--- config.mk ---
export PLATFORM = sky130hd
export DESIGN_NAME = fetch_controller
export DESIGN_NICKNAME = d
export VERILOG_FILES = /design/src/rtl/fetch_pkg.sv /design/src/rtl/fetch_slot.sv /design/src/rtl/fetch_controller.sv
export SDC_FILE = /design/constraint.sdc
export NUM_CORES = 1
export LEC_CHECK = 0
export CORE_MARGIN = 4
export CORE_UTILIZATION = 31
export CTS_CLUSTER_SIZE = 16
export DETAILED_ROUTE_END_ITERATION = 16
export PLACE_DENSITY = 0.6
export REMOVE_ABC_BUFFERS = 1
export SETUP_SLACK_MARGIN = 0.1
export SYNTH_ARGS = -nofsm -noshare
export SYNTH_HDL_FRONTEND = slang
export SYNTH_SLANG_ARGS = --single-unit
--- constraint.sdc ---
create_clock -name clk -period 3.35 [get_ports clk]
set_input_delay 0.67 -clock clk [delete_from_list [all_inputs] [get_ports clk]]
set_output_delay 0.67 -clock clk [all_outputs]
set_load 0.02 [all_outputs]
--- src/rtl/fetch_pkg.sv ---
// Shared types and default constants for the instruction-fetch sequencer.
package fetch_pkg;

  typedef enum logic [1:0] {
    IDLE  = 2'd0,
    FETCH = 2'd1,
    HALT  = 2'd2
  } fetch_state_t;

  localparam int unsigned FETCH_XLEN       = 64;
  localparam int unsigned FETCH_IW         = 32;
  localparam int unsigned FETCH_IMEM_WORDS = 64;
  localparam int unsigned FETCH_RESET_PC   = 0;

  // Load counter wraps naturally at 2^32.
  function automatic logic [31:0] cnt_inc(input logic [31:0] c);
    return c + 32'd1;
  endfunction

endpackage

--- src/rtl/fetch_slot.sv ---
// One-entry valid/ready output register holding {inst, pc, pc4} for decode.
module fetch_slot #(
  parameter int unsigned XLEN = 64,
  parameter int unsigned IW   = 32
) (
  input  logic            clk,
  input  logic            rst_n,
  input  logic            load,
  input  logic            flush,
  input  logic            ready,
  input  logic [IW-1:0]   inst_in,
  input  logic [XLEN-1:0] pc_in,
  output logic            valid,
  output logic [IW-1:0]   inst,
  output logic [XLEN-1:0] pc,
  output logic [XLEN-1:0] pc4,
  output logic            free
);

  logic            valid_q, valid_d;
  logic [IW-1:0]   inst_q, inst_d;
  logic [XLEN-1:0] pc_q, pc_d;
  logic [XLEN-1:0] pc4_q, pc4_d;

  assign free  = ~valid_q | ready;
  assign valid = valid_q;
  assign inst  = inst_q;
  assign pc    = pc_q;
  assign pc4   = pc4_q;

  // Next-slot selection: flush beats load, a consumed slot with no load empties.
  always_comb begin
    valid_d = valid_q;
    inst_d  = inst_q;
    pc_d    = pc_q;
    pc4_d   = pc4_q;
    if (flush) begin
      valid_d = 1'b0;
    end else if (load) begin
      valid_d = 1'b1;
      inst_d  = inst_in;
      pc_d    = pc_in;
      pc4_d   = pc_in + XLEN'(1);
    end else if (free) begin
      valid_d = 1'b0;
    end else begin
      valid_d = valid_q;
    end
  end

  // Slot registers.
  always_ff @(posedge clk or negedge rst_n) begin
    if (!rst_n) begin
      valid_q <= 1'b0;
      inst_q  <= '0;
      pc_q    <= '0;
      pc4_q   <= '0;
    end else begin
      valid_q <= valid_d;
      inst_q  <= inst_d;
      pc_q    <= pc_d;
      pc4_q   <= pc4_d;
    end
  end

endmodule

--- src/rtl/fetch_controller.sv ---
// Instruction-fetch sequencer: PC, imem address, redirects and load counter.
// Define FETCH_HALT_EN to halt at the end of instruction memory instead of wrapping.
module fetch_controller
  import fetch_pkg::*;
#(
  parameter int unsigned     XLEN       = FETCH_XLEN,
  parameter int unsigned     IW         = FETCH_IW,
  parameter int unsigned     IMEM_WORDS = FETCH_IMEM_WORDS,
  parameter logic [XLEN-1:0] RESET_PC   = XLEN'(FETCH_RESET_PC)
) (
  input  logic            clk,
  input  logic            rst_n,
  output logic [XLEN-1:0] imem_addr,
  input  logic [IW-1:0]   imem_inst,
  input  logic            redirect_valid,
  input  logic [XLEN-1:0] redirect_pc,
  output logic            out_valid,
  input  logic            out_ready,
  output logic [IW-1:0]   out_inst,
  output logic [XLEN-1:0] out_pc,
  output logic [XLEN-1:0] out_pc4,
  output logic            halted,
  output logic [31:0]     fetch_cnt
);

  fetch_state_t    state_q, state_d;
  logic [XLEN-1:0] pc_q, pc_d;
  logic [31:0]     cnt_q, cnt_d;
  logic            load_s;
  logic            flush_s;
  logic            slot_free_s;

`ifdef FETCH_HALT_EN
  logic at_end_s;
  assign at_end_s  = (pc_q >= XLEN'(IMEM_WORDS));
  assign imem_addr = pc_q;
  assign halted    = (state_q == HALT);
`else
  assign imem_addr = pc_q % XLEN'(IMEM_WORDS);
  assign halted    = 1'b0;
`endif

  assign fetch_cnt = cnt_q;

  // Next-state, PC and counter; a redirect outranks everything outside IDLE.
  always_comb begin
    state_d = state_q;
    pc_d    = pc_q;
    cnt_d   = cnt_q;
    load_s  = 1'b0;
    flush_s = 1'b0;
    case (state_q)
      IDLE: begin
        state_d = FETCH;
      end
      FETCH: begin
        if (redirect_valid) begin
          pc_d    = redirect_pc;
          flush_s = 1'b1;
          state_d = FETCH;
        end else if (slot_free_s) begin
`ifdef FETCH_HALT_EN
          if (at_end_s) begin
            state_d = HALT;
          end else begin
            load_s = 1'b1;
            pc_d   = pc_q + XLEN'(1);
            cnt_d  = cnt_inc(cnt_q);
          end
`else
          load_s = 1'b1;
          pc_d   = pc_q + XLEN'(1);
          cnt_d  = cnt_inc(cnt_q);
`endif
        end else begin
          state_d = FETCH;
        end
      end
      HALT: begin
        if (redirect_valid) begin
          pc_d    = redirect_pc;
          flush_s = 1'b1;
          state_d = FETCH;
        end else begin
          state_d = HALT;
        end
      end
      default: begin
        state_d = IDLE;
      end
    endcase
  end

  // Sequencer state registers.
  always_ff @(posedge clk or negedge rst_n) begin
    if (!rst_n) begin
      state_q <= IDLE;
      pc_q    <= RESET_PC;
      cnt_q   <= 32'd0;
    end else begin
      state_q <= state_d;
      pc_q    <= pc_d;
      cnt_q   <= cnt_d;
    end
  end

  fetch_slot #(
    .XLEN (XLEN),
    .IW   (IW)
  ) u_slot (
    .clk     (clk),
    .rst_n   (rst_n),
    .load    (load_s),
    .flush   (flush_s),
    .ready   (out_ready),
    .inst_in (imem_inst),
    .pc_in   (pc_q),
    .valid   (out_valid),
    .inst    (out_inst),
    .pc      (out_pc),
    .pc4     (out_pc4),
    .free    (slot_free_s)
  );

endmodule

* Word-level counts from Yosys, hierarchy flattened
Index checks and enable logic that the tools add are counted.
W data, S select, Z words.
** Word-level totals
- Register bits after elaboration :: 259
- Word-level logic and storage cells :: 41
** Operators by class
- $add $sub $neg :: 2
- Equal/unequal tests :: 5
- Mux-type cells :: 16
- Bitwise operators :: 4
- Reductions and logical operators :: 7
** Operators by type and width (count)
- $mux W64 :: 3
- $pmux W64 S2 :: 1
- $add A64 B1 Y64 const B :: 1
- $add A32 B1 Y32 const B :: 1
- $mux W1 :: 8
- $mux W2 :: 3
- $ne A3 B3 Y1 const B :: 2
- $pmux W2 S3 :: 1
- $reduce_and A3 Y1 :: 2
- $not A1 Y1 :: 3
- $reduce_bool A3 Y1 :: 1
- $eq A2 B1 Y1 const B :: 1
- $eq A2 B2 Y1 const B :: 1
- $logic_not A2 Y1 :: 1
- $ne A2 B2 Y1 const B :: 1
- $reduce_and A2 Y1 :: 1
- $reduce_bool A2 Y1 :: 1
- $reduce_or A2 Y1 :: 1
- $or A1 B1 Y1 :: 1

* Longest topological paths before layout
Gate-level depths: netlist of run 1.
- Depth after elaboration :: 7
- Depth in mapped cells :: 9

* Modules after synthesis
Synthesis of run 1 repeated with hierarchy kept, for this count alone.
** Unflattened totals
- Cells, all modules :: 1627
- Area total of the unflattened synthesis :: 13960.9 sq um
** Modules (own cells, without submodules)
- fetch_slot :: times used 1, cells each 850, area an instance 7387.1 sq um, sequential area each 4028.9 sq um
- fetch_controller :: times used 1, cells each 777, area an instance 6573.8 sq um, sequential area each 2452.4 sq um

* Least setup slack after synthesis of run 1
No wires, ideal clock.
- Path kind :: input-to-reg
- From :: in redirect_valid
- To :: reg cnt_q[31], in the netlist fetch_cnt[31]
- Library setup time :: 0.079 ns
- Data arrival time :: 2.279 ns
- Required time :: 3.271 ns
- Setup slack :: 0.991 ns
- Stages :: 5
- Buffers on the path :: 1
- Cell sequence :: clkbuf_1 -> nor4b_2 -> nand4_1 -> nor4_1 -> xor2_1
** Between the ends
- Cells in the longest elaborated chain, start to end :: 2
** Ends and longest elaborated chain
- start: declaration :: RTL line fetch_controller.sv:15 : input logic redirect_valid,
- $not A1 Y1 (no source line)
- $reduce_and A3 Y1 (no source line)
- end signal: assignment :: RTL line fetch_controller.sv:103 : cnt_q <= cnt_d;
- end: declaration :: RTL line fetch_controller.sv:28 : logic [31:0] cnt_q, cnt_d;
Every way passes these cells.
A chain may end at the register's enable or synchronous reset.

* Worst setup path after layout of run 1
- From :: reg pc_q[0]
- To :: reg pc_q[58]
** Between the ends
- Cells in the longest elaborated chain, start to end :: 4
** Ends and longest elaborated chain
- start: declaration :: RTL line fetch_controller.sv:27 : logic [XLEN-1:0] pc_q, pc_d;
- start signal: assignment :: RTL line fetch_controller.sv:102 : pc_q <= pc_d;
- $add A64 B1 Y64 :: RTL line fetch_controller.sv:72 : pc_d = pc_q + XLEN'(1);
- $mux W64 :: RTL line fetch_controller.sv:61 : end else if (slot_free_s) begin
- $mux W64 :: RTL line fetch_controller.sv:57 : if (redirect_valid) begin
- $pmux W64 S2 :: RTL line fetch_controller.sv:52 : case (state_q)
Every way passes these cells. The select of a mux whose other input is x is not followed.

==> results list, run 1 <==
* Initial DRC count: 611
- Of all nets on the critical path, the largest fanout is 42.
- The final number of hold-violating endpoints came to 0.
* GRT Total Usage: 18.0%
* Fraction of layout cells with a size suffix above 1: 5.98%
* Via count: 11600
- After global routing the overflow that remains totals 0.
* Startpoint kind of the worst setup timing path: flop
- Adding up every negative setup slack in the final design gives 0 ns.
- For the pin with the worst max-slew slack, the measured transition is 0.726 ns.
* Clock Skew: 0.0132 ns
* Ys Warns: 0
- Subtracting the final worst setup slack from the clock period gives 2.70 ns.
- The signal on the critical path passes through ha_1 -> nand4_2 -> nor4_4 -> buf_4 -> nand4_2 -> buf_4 -> or4_1 -> nand3_1.
- Port buffer count: 298
- Multi-input gate area in the final layout: 0.00592 sq mm
* Horiz. Die Dim: 214 um
- Entering global routing, the biggest net connects 105 pins.
- Among all flip-flop cells after synthesis, the most frequent one is sky130_fd_sc_hd__dfrtp_1.
* Post-synthesis area per instance: 8.86 sq um
* Post-CTS sizing: 0
- Wire length of the first global-routing pass: 66000 um
- In the synthesized netlist, the cells that appear most often are sky130_fd_sc_hd__nand2_1 (375), sky130_fd_sc_hd__dfrtp_1 (259), sky130_fd_sc_hd__o21ai_0 (93).
- For the worst setup path, the data arrival time is 3.20 ns.
- Average detailed-routed wire length per instance: 18.5 um
- Setup repair after global routing missed its margin: no
- After layout, the worst setup slack is 0.646 ns.
- Max-Cap Viols: 0
- The number of pins exceeding their max-slew limit in the final report is 0.
- Worst min-delay path class: in2async
* Synthesis-to-finish area growth: 33.5%
* Detailed Routing Iterations Pass 1: 5
- The most common cell in the synthesized netlist is sky130_fd_sc_hd__nand2_1.
- TritonCTS created 30 clock buffers.
- Buffers from clock root to sink, at most: 3
- Summing the sequential cell areas from Yosys gives 49.4% of the chip area.
- Cell leakage power: 7.44 nW
- Of all cell types, the one taking the most synthesized area is sky130_fd_sc_hd__dfrtp_1.
- Of the available clock period, the critical path in the final layout requires 80.7%.
* Number of antenna diodes: 0
* Reg area: 0.00648 sq mm
* Post-synth cell types: 56
* Category of the most critical setup path: reg2reg
* Initial Utilization: 31.3%
- Detail Route Antenna Nets: 0
- Category of the worst setup path capture point: flop
* Worst endpoint required time: 3.84 ns
* Total Routed Length: 42500 um
- Buffers added to address setup during post-CTS repair amount to 0.
- In the synthesized netlist, the number of instances is 1481.
- CTS clk-pin slew, worst paths: 0.06 ns
- In this run the standard cell core region covers 0.0419 sq mm.
- In the routed layout, each cell is associated on average with a via count of 5.05.
- The initial antenna violation count was 3.
- TritonCTS built the clock tree.
- The clock drives 259 sinks.
- Fraction of registers with async set or reset after synthesis: 100%
- For this run, design rule violations remaining after detail routing come to 0.
- Vias in the first global route: 11400
* Syn Std Cell Area: 0.0131 sq mm
* Power per unit of standard cell area: 935 mW/mm^2
- The floorplan step defined a die boundary enclosing 0.0457 sq mm.
- Global placer's final weighted congestion: 0.795
* Number of H-tree levels: 1
* Top-level port count: 358
* Buffering stage count on the worst path with inverters included: 2
- Row generation in the floorplan step produced 75 rows.
- Setup violations remaining at the end of the flow were counted as 0.
- The cell family contributing the most delay on the critical path is simple AND/OR/NAND/NOR gates.
* Worst-case setup slack after placement: 0.452 ns
- Clk Tree Root Cell: sky130_fd_sc_hd__clkbuf_16
* Leading cell types by total area after synthesis: sky130_fd_sc_hd__dfrtp_1 (49%), sky130_fd_sc_hd__nand2_1 (11%), sky130_fd_sc_hd__buf_4 (3.7%)
- Total of fill cells in the finished design: 4162
- The slowest stage of the critical path belongs to the cell sky130_fd_sc_hd__or4_1.
- Final net count: 1845
* Fraction of post-synthesis cell area in the top cell type by area: 49.4%
* Critical Path Max Stage Delay: 0.54 ns
* Cts hold-fix bufs: 0
- The run finished with clean final reports.
* Clock latency at the later pin of the worst-skew pair: 0.56 ns
- Counting flops with a built-in enable in the synthesized netlist gives 0.
- Based on the critical path, the design can be clocked at up to 370 MHz.
- DPL Wire Length: 30000 um
- Overall die height: 214 um
- Flop and latch count out of synthesis: 259
* Worst-case vdd ir drop: 0.506 mV
- Max_slew headroom: 51.6%
[worst reg2reg max path: cells and delay by family (launching register included)]
kind	cells	cell delay [ns]
AND/OR/NAND/NOR	5	1.32
buffers and inverters	2	0.49
flip-flops	1	0.48
adder cells (fa/ha/maj)	1	0.34
[sequential cells by signal, indices dropped and copies added (netlist names)]
register      cells
fetch_cnt        32
u_slot.pc        64
pc_q             64
state_q           2
u_slot.valid      1
u_slot.inst      32
u_slot.pc4       64
[per-stage QoR]
stage / util (%) / hold WS (ns) / cell area [sq um] / power, mW / cells
2_1_floorplan: - / 0.374 / 12400 / 9.62 / 1372
3_3_place_gp: 39.5 / 0.459 / 16500 / 13.1 / 2246
3_5_place_dp: 39.5 / 0.462 / 16500 / 13.2 / 2246
4_1_cts: 41.8 / 0.134 / 17500 / 16.6 / 2294
5_1_grt: 41.8 / 0.155 / 17500 / 17.5 / 2294
6_report: 41.8 / 0.118 / 17500 / 16.4 / 2294
[cell usage in the layout (no fill, tap or decap), drive strengths merged, types with 20 or more instances in the layout]
cell           count
or3               22
a31oi             27
nor3              27
o21ai             95
a2bb2oi           23
nand4             40
nand2            375
conb              59
clkbuf            43
xnor2             30
o22ai             22
a21oi             33
buf               38
dfrtp            259
xor2              37
inv               22
o211ai            20
nor2              74
clkdlybuf4s50    297
nand3             63
[layer usage]
layer / up-vias / wire length [um] / track usage [%]
li1: 5551 / - / -
met1: 5605 / 18400 / 24.2
met2: 374 / 20200 / 29.9
met3: 55 / 3100 / 4.14
met4: 4 / 738 / 3.99
met5: - / 23 / 0
[cell type report]
| cell class | count | share of cell area, % |
|---|---|---|
| inverter | 22 | 0.472 |
| tap | 539 | 3.85 |
| sequential | 259 | 37.0 |
| timing repair buffer | 335 | 19.3 |
| clock buffer | 43 | 5.09 |
| clock inverter | 5 | 0.443 |
| multi-input combinational | 1091 | 33.8 |
[report_power, final]
part | switching [mW] | leakage, nW | total (mW) | internal (mW)
registers | 1.42 | 3.12 | 5.93 | 4.51
clock network | 1.29 | 0.474 | 3.26 | 1.97
logic | 4.04 | 3.85 | 7.18 | 3.14
[worst paths after layout]
kind / start / to / slack (ns) / cells past startpoint
hold reg to reg: u_slot.pc[35] / u_slot.pc[35] / 0.47 / 2
max in group asynchronous: rst_n / u_slot.pc4[23] / 2.42 / 2
min in group clk: u_slot.pc[35] / u_slot.pc[35] / 0.47 / 2
setup reg to reg: pc_q[0] / pc_q[58] / 0.65 / 8
hold / removal: rst_n / fetch_cnt[19] / 0.12 / 1
setup / recovery: pc_q[0] / pc_q[58] / 0.65 / 8
[logic make-up (layout without fill, tap and decap cells)]
group / Yosys count / after routing / synth area share (%)
AOI/OAI and AO/OA: 274 / 274 / 13.3
xor gates and xnor gates: 67 / 67 / 4.47
adders and majority gates: 6 / 6 / 0.572
buffers and inverters: 189 / 405 / 7.39
DFF: 259 / 259 / 49.4
muxes: 2 / 2 / 0.153
other: 1 / 59 / 0.0286
and+or+nand+nor: 683 / 683 / 24.6
(Power assumes the default switching activity.)
==> run 2, diff against run 1 <==
==> constraint.sdc (replaced) <==
create_clock -name clk -period 2.54 [get_ports clk]
set_input_delay 0.508 -clock clk [delete_from_list [all_inputs] [get_ports clk]]
set_output_delay 0.508 -clock clk [all_outputs]
set_load 0.02 [all_outputs]
==> run 2 against run 1 <==
Compared with the run above:
- via count is 2.5% higher
- fmax is 17% higher
- die area stayed put
- first-iteration DRC count is 22% higher
- clock power is 37% higher
==> results list, run 2 (same netlist as run 1, synthesis figures left out) <==
* Antenna violations before repair: 4 (+1)
* Category of the most critical setup path: reg2reg
- Buffers from clock root to sink, at most: 3 (unchanged)
* Port buffer count: 298 (unchanged)
- Clock period minus final worst setup slack: 2.31 ns (-0.393 ns)
- The number of rows in the core area was 75 (unchanged).
- Clk Tree Root Cell: sky130_fd_sc_hd__clkbuf_16
- The total global routing track utilization is 18.5% (+0.45 points).
- The filler cell count was 4068 (-2.3%).
* Detailed Routing Iterations Pass 1: 5 (unchanged)
* CTS sink cnt: 259 (unchanged)
- The clock-pin slew on the worst setup and hold paths was 0.06 ns (about the same).
* Max-Cap Viols: 0 (unchanged)
* Setup repair after global routing missed its margin: no
- Along the worst hold path, the cell count comes to 3.
- Result of the run: completed
- Category of the worst setup path capture point: flop
* Worst min-delay path class: in2reg
- Maximum number of pins on one net before global-route repair: 68 (-35%)
- The reported leakage power was 7.75 nW (+4.2%).
* Achievable frequency: 433 MHz (+17%)
- Clock latency at the later pin of the worst-skew pair: 0.57 ns (about the same)
- Fin Setup TNS: 0 ns (unchanged)
* Horiz. Die Dim: 214 um (unchanged)
- The detail-routed via count per cell is 5.05 (about the same).
- The power density relative to cell area is 1230 mW/mm^2 (+32%).
* Final net count: 1892 (+2.5%)
* Average detailed-routed wire length per instance: 18.5 um (about the same)
* Actual transition at the worst max-transition pin: 0.601 ns (-0.125 ns)
* Global placer's final weighted congestion: 0.837 (+5.4%)
* Initial Utilization: 31.3% (unchanged)
* Via count: 11900 (+2.5%)
- The number of pins exceeding their max-slew limit in the final report came to 0 (unchanged).
* Top-level port count: 358 (unchanged)
* Number of H-tree levels: 1 (unchanged)
- The peak supply drop was 0.653 mV (+29%).
- Count of buffers added by post-CTS timing repair for setup: 0 (unchanged)
- The half-perimeter wire length after placement came to 31600 um (+5.3%).
- Total Routed Length: 43500 um (+2.5%)
- The signal arrival time at the worst endpoint was 2.80 ns (-0.40 ns).
- The TritonCTS buffer count came to 30 (unchanged).
- The fraction of layout instances using a drive strength above 1 came to 9.23% (+3.2 points).
- The area of the core came to 0.0419 sq mm (unchanged).
* Max_slew headroom: 59.9% (+8.3 points)
- The number of cell instances on the worst register-to-register path is 5 (-3).
- Detail Route Antenna Nets: 0 (unchanged)
- The library cell used most frequently in the layout, excluding fill and tap cells, is sky130_fd_sc_hd__nand2_1.
- The final cycle utilization of the critical path was 91.0% (+10 points).
- Count of unresolved DRC violations after routing: 0 (unchanged)
- The via count of the first global-routing pass is 11700 (+2.6%).
* Final setup violation count: 0 (unchanged)
- Clock tree from TritonCTS: done
- Clock Skew: 0.0132 ns (+0.0000809 ns)
- Worst hold slack across all endpoints: 0.468 ns (+0.350 ns)
- Most used cells in the layout excluding fill and tap cells: sky130_fd_sc_hd__nand2_1 (373), sky130_fd_sc_hd__clkdlybuf4s50_1 (297), sky130_fd_sc_hd__dfrtp_1 (257)
- Final hold violations: 0 (unchanged)
- The initial detailed-routing violation count came to 746 (+22%).
* Sum of internal, switching and leakage power: 22.3 mW (+36%)
- Startpoint kind of the worst setup timing path: flop
* Worst endpoint required time: 3.03 ns (-0.81 ns)
- Wire length of the first global-routing pass: 67500 um (+2.3%)
* Area of the die: 0.0457 sq mm (unchanged)
* Maximum fanout along the worst path: 7 (-83%)
- The sum of overflow across all layers after global routing came to 0 (unchanged).
- The chip height was 214 um (unchanged).
- Synthesis-to-finish area growth: 38.0%
-- run 2: final cells by class --
| class | instances | area (sq um) | share of cell area [%] |
|---|---|---|---|
| flip-flops and latches | 259 | 6480 | 35.8 |
| clock buffers | 42 | 867 | 4.79 |
| multi-input cells | 1091 | 5980 | 33.0 |
| clock inverters | 14 | 150 | 0.829 |
| diodes | 3 | 7.51 | 0.0415 |
| well taps | 539 | 674 | 3.73 |
| inverters | 22 | 82.6 | 0.456 |
| repair buffers | 382 | 3860 | 21.3 |
-- run 2: what timing repair did --
action | 4_1_cts | 5_1_grt
setup endpoints to repair | 0 | 26
hold endpoints to repair | 61 | 0
hold buffers | 1 | 0
gates resized for setup | 0 | 12
-- run 2: worst paths after layout --
path                                   end  slack (ns)       startpoint
setup / recovery            u_slot.pc4[61]        0.23         pc_q[21]
hold / removal             u_slot.inst[15]        0.47    imem_inst[15]
setup reg to reg            u_slot.pc4[61]        0.23         pc_q[21]
hold reg to reg            u_slot.inst[19]        0.47  u_slot.inst[19]
max in group asynchronous    u_slot.pc[43]        1.29            rst_n
min in group asynchronous    fetch_cnt[12]        0.50            rst_n
-- run 2: power by group --
part | switching [mW] | internal, mW | total [mW]
logic | 5.72 | 4.52 | 10.2
registers | 1.66 | 5.95 | 7.61
clock network | 1.80 | 2.67 | 4.47
-- run 2: metal layers --
layer	GRT usage (%)	part of all wire, %
met5	0	0.046
met2	30.2	47
met3	3.54	6.6
met1	25.3	44
met4	4.86	2.1
-- run 2: metrics by stage --
step	worst slack, ns	instances	utilization [%]	cell area, sq um
2_1_floorplan	-3.25	1372	-	12400
3_3_place_gp	0.00963	2292	40.6	17000
3_5_place_dp	0.0140	2292	40.6	17000
4_1_cts	0.156	2349	43.1	18000
5_1_grt	0.104	2351	43.2	18100
6_report	0.229	2352	43.3	18100
-- run 2: worst max-delay path, stage by stage, from the launching register on --
cell and delay [ns]:
sky130_fd_sc_hd__dfrtp_1 0.45, sky130_fd_sc_hd__nand2_1 0.18, sky130_fd_sc_hd__nor4_4 0.52, sky130_fd_sc_hd__nand4_2 0.31, sky130_fd_sc_hd__or4_1 0.57, sky130_fd_sc_hd__a31oi_1 0.19
==> run 3, diff against run 2 <==
--- a/config.mk
+++ b/config.mk
@@ -5,13 +5,14 @@
 export SDC_FILE = /design/constraint.sdc
 export NUM_CORES = 1
 export LEC_CHECK = 0
+export CAP_MARGIN = 30
 export CORE_MARGIN = 4
 export CORE_UTILIZATION = 31
-export CTS_CLUSTER_SIZE = 16
 export DETAILED_ROUTE_END_ITERATION = 16
 export PLACE_DENSITY = 0.6
 export REMOVE_ABC_BUFFERS = 1
 export SETUP_SLACK_MARGIN = 0.1
+export SLEW_MARGIN = 10
 export SYNTH_ARGS = -nofsm -noshare
 export SYNTH_HDL_FRONTEND = slang
 export SYNTH_SLANG_ARGS = --single-unit
==> run 3 against run 2 <==
Compared with the run above:
- largest power group unchanged
- clock power decreased by 4%
- sequential cell count unchanged
- first-iteration DRC count decreased by 5.4%
==> results list, run 3 (same netlist as run 1, synthesis figures left out) <==
- Initial Utilization: 31.3% (unchanged)
- The proportion of total power due to net switching came to 41.3% (+0.18 points).
- Reg area: 0.00648 sq mm (unchanged)
* Actual transition at the worst max-transition pin: 0.602 ns (+0.00142 ns)
- The required time of the critical path was 3.02 ns (about the same).
- Initial DRC count: 706 (-5.4%)
* Count of buffers added by post-CTS timing repair for setup: 0 (unchanged)
- Cell leakage power: 7.73 nW (-0.27%)
- The signal arrival time at the worst endpoint is 2.80 ns (about the same).
- Reg2reg path depth: 5 (unchanged)
* Worst min-delay path class: in2reg
* Clock Skew: 0.0126 ns (-0.000600 ns)
- Achievable frequency: 431 MHz (-0.42%)
* Global placer's final weighted congestion: 0.837 (unchanged)
- Power per unit of standard cell area: 1230 mW/mm^2 (-0.50%)
* Result of the run: completed
- The critical path ends at u_slot.pc4[61].
- Smallest setup slack after layout: 0.219 ns (-0.00982 ns)
- The library cells used most frequently in the layout, excluding fill and tap cells, are sky130_fd_sc_hd__nand2_1 (373), sky130_fd_sc_hd__clkdlybuf4s50_1 (297), sky130_fd_sc_hd__dfrtp_1 (257).
- TritonCTS built the clock tree.
- Wire length of the first global-routing pass: 67500 um (about the same)
* Maximum fanout along the worst path: 7 (unchanged)
* Category of the worst setup path capture point: flop
- The clock sink count was 259 (unchanged).
- The clock tree buffer depth is 3 (unchanged).
- The sum of overflow across all layers after global routing came to 0 (unchanged).
* Area of the die: 0.0457 sq mm (unchanged)
* Clk Tree Root Cell: sky130_fd_sc_hd__clkbuf_16
- Summed area of non-filler cells in the final layout: 0.0181 sq mm (-0.21%)
* Fraction of layout cells with a size suffix above 1: 9.14% (-0.090 points)
- Max_slew headroom: 59.8% (-0.095 points)
* Clock latency at the later pin of the worst-skew pair: 0.57 ns (about the same)
- Detailed Routing Iterations Pass 1: 5 (unchanged)
- The average wire length per cell after detail routing was 18.6 um (+0.45%).
- The number of pins exceeding their max-slew limit in the final report came to 0 (unchanged).
* Overall die height: 214 um (unchanged)
- The critical path in this run is classified as reg2reg.
* Core area: 0.0419 sq mm (unchanged)
- The endpoint identified for the worst register-to-register timing path is u_slot.pc4[61].
- Worst-case vdd ir drop: 0.649 mV (-0.60%)
* Worst reg2reg setup slack: 0.22 ns (about the same)
* Proportion of power drawn by flip-flops and latches: 34.4% (+0.3 points)
- Total Routed Length: 43700 um (+0.32%)
* CTS clk-pin slew, worst paths: 0.06 ns (about the same)
- Final net count: 1892 (unchanged)
- Vias in the first global route: 11800 (+0.13%)
- The level count of the clock H-tree was 1 (unchanged).
- Worst-case setup slack after placement: 0.0140 ns (unchanged)
* Horiz. Die Dim: 214 um (unchanged)
* Antenna violations before repair: 5 (+1)
- Via/cell ratio: 5.10 (+0.86%)
- Detail Route Antenna Nets: 0 (unchanged)
* Share of the clock period used by the worst path: 91.4% (+0.39 points)
- The worst setup path is launched from a flop.
* Post-detailed-placement cell area: 0.0170 sq mm (unchanged)
- Proportion of power drawn by combinational gates: 46.2% (+0.3 points)
* Port buffer count: 298 (unchanged)
- The number of max-cap violations came to 0 (unchanged).
* Clock period minus final worst setup slack: 2.32 ns (+0.00982 ns)
- CTS Buf Count: 30 (unchanged)
- The total global routing track utilization was 18.5% (about the same).
- The fraction of power consumed by the clock network came to 19.4% (-0.6 points).
- Count of unresolved DRC violations after routing: 0 (unchanged)
* Final hold violations: 0 (unchanged)
- Setup repair after global routing missed its margin: no
- Final setup violation count: 0 (unchanged)
- The half-perimeter wire length after placement came to 31600 um (unchanged).
* Multi-input gate area in the final layout: 0.00598 sq mm (unchanged)
- Net switching power: 9.15 mW (-0.27%)
- The maximum number of pins on one net before global-route repair is 68 (unchanged).
- Via count: 12000 (+0.73%)
- The library cell used most frequently in the layout, excluding fill and tap cells, is sky130_fd_sc_hd__nand2_1.
- Internal power: 13.0 mW (-1.0%)
* Row cnt: 75 (unchanged)
- Launch point of the worst reg-to-reg path: pc_q[25]
* Total of fill cells in the finished design: 4074 (+0.15%)
- Synthesis-to-finish area growth: 37.7%
- Worst setup path start: pc_q[25]
* Top-level port count: 358 (unchanged)
-- run 3: changes by cell type in the layout (fill, tap and decap cells not counted) --
cell	previous run	this run
sky130_fd_sc_hd__bufinv_16	3	1
sky130_fd_sc_hd__clkbuf_1	6	4
sky130_fd_sc_hd__clkbuf_8	5	8
sky130_fd_sc_hd__clkinv_2	9	6
sky130_fd_sc_hd__diode_2	3	4
-- run 3: layout make-up --
cell class	instances	share of cell area [%]
inverter	22	0.457
clock buffer	43	4.99
sequential	259	35.9
antenna	4	0.0554
multi-input combinational	1091	33.1
tap	539	3.73
timing repair buffer	382	21.4
clock inverter	9	0.416
-- run 3: repair_timing --
item / CTS / global route
hold buffers: 1 / 0
hold endpoints to repair: 61 / 0
endpoints found under the setup margin: 0 / 28
gates resized for setup: 0 / 12
-- run 3: per-stage QoR --
stage,setup TNS (ns),util [%],hold WS [ns],std cells,total power [mW]
after floorplan,-547.29,-,0.212,1372,12.7
after global placement,0,40.6,0.457,2292,17.8
after detailed placement,0,40.6,0.461,2292,17.9
after CTS,0,43.0,0.434,2345,22.4
after global routing,0,43.2,0.464,2348,23.7
final,0,43.2,0.467,2349,22.2
-- run 3: metal layers --
layer	global-route usage, %	wire, um	up-vias
met5	0	22	-
met4	4.88	855	4
met3	3.51	3080	63
met2	30.2	20800	422
met1	25.3	18900	5818
li1	-	-	5662
-- run 3: critical path: stages (launching register included) --
cell and delay, ns:
sky130_fd_sc_hd__dfrtp_1 0.50, sky130_fd_sc_hd__nand2_1 0.17, sky130_fd_sc_hd__nor4_4 0.49, sky130_fd_sc_hd__nand4_2 0.32
sky130_fd_sc_hd__or4_1 0.57, sky130_fd_sc_hd__a31oi_1 0.19
-- run 3: how the worst min path moves through the flow --
| stage | depth (start not counted) | startpoint | end |
|---|---|---|---|
| after detailed placement | 2 | u_slot.pc[10] | u_slot.pc[10] |
| after global routing | 3 | imem_inst[1] | u_slot.inst[1] |
| after CTS | 3 | imem_inst[15] | u_slot.inst[15] |
| after global placement | 2 | u_slot.inst[2] | u_slot.inst[2] |
| final | 3 | imem_inst[15] | u_slot.inst[15] |
| after floorplan | 0 | rst_n | fetch_cnt[0] |
-- run 3: power by group through the flow --
stage	Combinational [mW]	Sequential, mW	Clock [mW]
finish	10.2	7.62	4.30
global route	11.2	7.90	4.59
CTS	10.3	7.58	4.42
detailed placement	10.3	7.62	0
global placement	10.2	7.59	0
floorplan	3.60	9.08	0
